[src/rtl/serial_to_parallel_if.sv]
// rtl/serial_to_parallel_if.sv - word output valid/ready bundle for serial_to_parallel
interface serial_to_parallel_if #(
  parameter int DATA_SIZE = 64
);
  logic [DATA_SIZE-1:0] data_out;
  logic                 out_valid;
  logic                 out_ready;

  modport master (
    output data_out,
    output out_valid,
    input  out_ready
  );

  modport slave (
    input  data_out,
    input  out_valid,
    output out_ready
  );
endinterface

[src/rtl/serial_to_parallel.sv]
// rtl/serial_to_parallel.sv - LSB-first bit deserializer with one-word holding register
module serial_to_parallel #(
  parameter int DATA_SIZE = 64,
  localparam int CW = $clog2(DATA_SIZE + 1)
) (
  input  logic                    clk,
  input  logic                    rst,
  input  logic                    bit_in,
  input  logic                    bit_valid,
  input  logic                    clear,
  serial_to_parallel_if.master    bus,
  output logic [CW-1:0]           bit_count,
  output logic                    overrun
);

  typedef enum logic {EMPTY, FULL} state_t;

  state_t state, next_state;

  // Bit 0 of the shift register would be pushed out by the next shift or
  // replaced at completion, so only the upper DATA_SIZE-1 bits are kept.
  logic [DATA_SIZE-1:1] sr;
  logic [DATA_SIZE-1:0] new_word;
  logic                 accept;
  logic                 complete;
  logic                 handshake;
  logic                 load;
  logic                 drop;

  // clear wins over bit_valid, so a bit presented with clear never counts.
  assign accept    = bit_valid & ~clear;
  assign complete  = accept & (bit_count == CW'(DATA_SIZE - 1));
  assign new_word  = {bit_in, sr};
  assign handshake = (state == FULL) & bus.out_ready;
  assign bus.out_valid = (state == FULL);

  // Shift register and partial-word bit counter
  always_ff @(posedge clk) begin
    if (rst) begin
      sr        <= '0;
      bit_count <= '0;
    end else if (clear) begin
      bit_count <= '0;
    end else if (accept) begin
      sr <= new_word[DATA_SIZE-1:1];
      if (complete) begin
        bit_count <= '0;
      end else begin
        bit_count <= bit_count + CW'(1);
      end
    end
  end

  // Holding state register
  always_ff @(posedge clk) begin
    if (rst) begin
      state <= EMPTY;
    end else begin
      state <= next_state;
    end
  end

  // Holding next-state: load on completion when the slot is free or draining,
  // otherwise drop the new word and report it
  always_comb begin
    next_state = state;
    load       = 1'b0;
    drop       = 1'b0;
    case (state)
      EMPTY: begin
        if (complete) begin
          load       = 1'b1;
          next_state = FULL;
        end
      end
      FULL: begin
        if (complete && handshake) begin
          load = 1'b1;
        end else if (complete) begin
          drop = 1'b1;
        end else if (handshake) begin
          next_state = EMPTY;
        end
      end
      default: next_state = EMPTY;
    endcase
  end

  // Held output word; only changes when a completed word is accepted
  always_ff @(posedge clk) begin
    if (rst) begin
      bus.data_out <= '0;
    end else if (load) begin
      bus.data_out <= new_word;
    end
  end

  // Sticky overrun flag, cleared only by reset or clear
  always_ff @(posedge clk) begin
    if (rst || clear) begin
      overrun <= 1'b0;
    end else if (drop) begin
      overrun <= 1'b1;
    end
  end

endmodule

[src/flat_wrapper.sv]
// flat-port wrapper written by rule: the top's interface ports become plain ports
module serial_to_parallel_flat 
#(
  parameter int DATA_SIZE = 64,
  localparam int CW = $clog2(DATA_SIZE + 1)
)
  (clk, rst, bit_in, bit_valid, clear, bit_count, overrun, bus_data_out, bus_out_valid, bus_out_ready);
  serial_to_parallel_if #(.DATA_SIZE(DATA_SIZE)) bus_i ();
  input  logic clk;
  input  logic rst;
  input  logic bit_in;
  input  logic bit_valid;
  input  logic clear;
  output logic [CW-1:0] bit_count;
  output logic overrun;
  output wire logic [$bits(bus_i.data_out)-1:0] bus_data_out;
  output wire logic [$bits(bus_i.out_valid)-1:0] bus_out_valid;
  input wire logic [$bits(bus_i.out_ready)-1:0] bus_out_ready;
  assign bus_data_out = bus_i.data_out;
  assign bus_out_valid = bus_i.out_valid;
  assign bus_i.out_ready = bus_out_ready;
  serial_to_parallel #(.DATA_SIZE(DATA_SIZE)) u_core (.clk(clk), .rst(rst), .bit_in(bit_in), .bit_valid(bit_valid), .clear(clear), .bus(bus_i), .bit_count(bit_count), .overrun(overrun));
endmodule
[config.mk]
export PLATFORM = sky130hd
export DESIGN_NAME = serial_to_parallel_flat
export DESIGN_NICKNAME = d
export VERILOG_FILES = /design/src/rtl/serial_to_parallel_if.sv /design/src/rtl/serial_to_parallel.sv /design/src/flat_wrapper.sv
export SDC_FILE = /design/constraint.sdc
export NUM_CORES = 1
export LEC_CHECK = 0
export CAP_MARGIN = 20
export CORE_MARGIN = 2
export CORE_UTILIZATION = 25
export CTS_CLUSTER_SIZE = 20
export DETAILED_ROUTE_END_ITERATION = 7
export PLACE_DENSITY = 0.42
export SYNTH_ARGS = -nofsm -noshare
export SYNTH_HDL_FRONTEND = slang
export SYNTH_SLANG_ARGS = --single-unit
[constraint.sdc]
create_clock -name clk -period 1.89 [get_ports clk]
set_clock_uncertainty 0.15 [all_clocks]
set_input_delay 0.189 -clock clk [delete_from_list [all_inputs] [get_ports clk]]
set_output_delay 0.189 -clock clk [all_outputs]
set_load 0.02 [all_outputs]
==> results of run 1 <==
## logic make-up after synthesis
family,count (synthesis),synth area share
adder cells (fa/ha/maj),1,0.00228
XOR/XNOR,1,0.00160
flip-flops,136,0.496
AO/OA/AOI/OAI,73,0.0702
buffers and inverters,44,0.0525
AND/OR/NAND/NOR,276,0.259
multiplexers,65,0.119
## repair_timing
item | CTS | global route
hold buffers | 1 | 0
setup endpoints to repair | 1 | 31
setup buffers | 0 | 2
gates resized for setup | 1 | 10
endpoints found under the hold margin | 5 | 0
cloned | 0 | 2
## worst paths after layout
path | start | to | slack, ps
worst min register to register | u_core.sr[1]$_SDFFE_PP0P_ | u_core.sr[1]$_SDFFE_PP0P_ | 310
worst max register to register | u_core.bit_count[0]$_SDFFE_PP0P_ | u_core.bus.data_out[54]$_SDFFE_PP0P_ | 70
worst min-delay path | bit_in | u_core.sr[63]$_SDFFE_PP0P_ | 210
worst max-delay path | u_core.bit_count[5]$_SDFFE_PP0P_ | bit_count[5] | 70
## stage by stage
step	hold WS, ps	area [um2]	setup slack, ps
after global placement	300	6600	-116
after CTS	198	7250	13.7
final	213	7340	69.8
after global routing	236	7340	-4.64
after floorplan	175	5490	32.0
after detailed placement	303	6600	-190
## final cells by class
class | instances | area [um2] | share of cell area
flip-flops and latches | 136 | 2730 | 0.371
multi-input cells | 416 | 2500 | 0.340
repair buffers | 103 | 1130 | 0.154
clock buffers | 18 | 439 | 0.0598
well taps | 280 | 350 | 0.0477
clock inverters | 14 | 198 | 0.0269
inverters | 1 | 3.75 | 0.000511
## registers in the layout, indices dropped and copies added (netlist names)
signal / cells
u_core.bus.data_out: 64
u_core.bit_count: 7
u_core.bus.out_valid: 1
u_core.overrun: 1
u_core.sr: 63
## routing by layer
layer | track usage | wire [um] | vias to the layer above | share of wire
li1 | - | - | 2087 | -
met1 | 0.141 | 6210 | 1883 | 0.50
met2 | 0.163 | 5540 | 59 | 0.45
met3 | 0.0356 | 452 | 12 | 0.037
met4 | 0.0347 | 150 | 0 | 0.012
met5 | 0 | 0 | - | 0
## placed cells by master, fill, tap and decap left out, types with 4 or more instances in the layout
cell type,count
bufinv_16,4
dlymetal6s2s_1,4
clkbuf_16,19
mux2i_1,63
buf_4,13
nand2_1,128
nor2_1,6
buf_12,9
a21oi_1,66
nand2b_1,128
clkdlybuf4s50_1,72
clkinvlp_4,5
dfxtp_1,134
## critical path, cell delays in order (launching register included)
cell and delay [ps]:
dfxtp_1 330, buf_4 130, clkdlybuf4s50_1 600
## where the power goes
part | total (mW) | switching [mW] | leakage (nW) | internal, mW
registers | 2.87 | 0.00178 | 1.10 | 2.87
clock network | 3.57 | 1.32 | 0.295 | 2.25
logic | 0.200 | 0.113 | 0.967 | 0.0876
==> flow_results.org, run 1 <==
** Power and ir drop
- Power spread over the standard cell area amounts to 905 nW/um2.
- Leak pwr :: 2.36 nW
- Total power :: 6.64 mW
- Max VDD drop :: 0.591 mV

** Outcome
- Run status :: complete, no violations

** Setup path
- Top fanout value on the critical path :: 3
- For the worst setup path, the data arrival time is 1480 ps.
- The critical path is of the reg2out type.
- Data required time at the worst endpoint :: 1550 ps
- Measured in cells, the most critical reg-to-reg path has a length of 6.
- Element type at the critical path end :: primary output
- The worst setup path is launched from a flip-flop.

** Timing
- Period Utilization, post-route :: 0.963
- For the pin with the worst max-slew slack, the measured transition is 288 ps.
- In the final timing run, aggregate negative setup slack is 0 ps.
- The total count of hold-check failures in the final report was 0.
- Setup violations, final :: 0
- Tmin final :: 1820 ps
- Max Clk Rate :: 549 MHz
- Max Transition Viols Final :: 0
- In this run the tightest slew margin relative to its limit is 0.808.

** Logic synthesis
- For this run, the register share of the synthesized area comes to 0.496.
- The Yosys step of the flow raised 0 warnings.
- Fraction of post-synthesis cell area in the top cell type by area :: 0.496
- Number of distinct standard cells referenced by the synthesized netlist :: 29
- Most used standard cell by instance count after synthesis :: dfxtp_1
- Total standard cell area after synthesis :: 5490 um2
- In the synthesized netlist, the cells that appear most often are dfxtp_1, nand2b_1, nand2_1, a21oi_1, mux2i_1.
- Each instance of the synthesized netlist takes up on average 9.21 um2.
- The most used flip-flop cell after synthesis is dfxtp_1.
- Top area cells in the synthesized netlist :: dfxtp_1, nand2b_1, mux2i_1
- Counting every instance in the synthesized netlist gives 596.
- Count of flip-flops with a built-in enable after synthesis :: 0
- Synth area leader :: dfxtp_1
- Synthesis inferred 136 register bits.
- Net count of the mapped netlist :: 603
- In the synthesized netlist the async set-or-reset flop fraction comes to 0.

** Routing
- The first detailed-routing pass ran for 4 iterations.
- After detailed routing, the number of remaining DRC violations is 0.
- DRT antenna net count :: 0
- In the final routed layout, each cell accounts on average for 12.8 um.
- Wires add up to 12400 um.
- In the routed layout, each cell is associated on average with a via count of 4.17.
- After the first detailed-routing iteration, the DRC count stood at 154.
- Detailed-route via count :: 4041

** Floorplan
- Die Footprint :: 23100 um2
- Site row count :: 54
- Number of top-level pins :: 79
- From left edge to right edge, the die measures 152 um.
- Measured along the y axis, the die boundary spans 152 um.
- Starting Density :: 0.253
- Core area :: 21700 um2

** Layout
- Area growth from synthesis to layout :: 33.8%
- Fraction of final layout cells with drive strength greater than 1 :: 0.0974
- Final nets :: 682
- After the flow finishes, the layout carries non-filler instances totaling 968.
- For this run, the share of the core covered by cells in the final layout is 0.338.
- Fillers :: 2246
- The number of antenna diodes in the final layout is 0.

** CTS
- Clock-pin slew reported for the worst setup and hold paths after clock tree synthesis :: 60 ps
- The cell sitting at the root of the clock tree is a clkbuf_16.
- Clock Tree Buf Depth :: 2
- The H-tree was split into 4 levels.
- Clk_lat worst skew :: 420 ps
- Cts bufs inserted :: 17
- Clk sink count :: 136
- CTS tree :: yes

** Place
- Number of buffers inserted by port buffering :: 78
- At the end of routability-driven placement, the weighted congestion stood at 0.658.
- Inst Count DP :: 931
- Once detailed placement completed, the half-perimeter wirelength came to 7750 um.

** Global route
- Final global-route overflow total :: 0
- Number of global-route vias before repair :: 3959
- Entering global routing, the biggest net connects 77 pins.
- The first global-routing pass estimated 20200 um of wire.
- Combined global-route utilization of all metal layers :: 0.106
- Number of antenna violations at the first check in global routing :: 0

** Min path
- Worst min-delay path category :: in2reg
- Counting instances, the worst hold path has a depth of 3.

** Run
- The tool flagged a number of max-cap violations equal to 0.
No activity file was read; power rests on OpenSTA's default activity.
==> run 2, diff against run 1 <==
CAP_MARGIN = not set   (was 20)
==> results of run 2 <==
No change in the layout: final DEF, timing and power equal those of run 1.
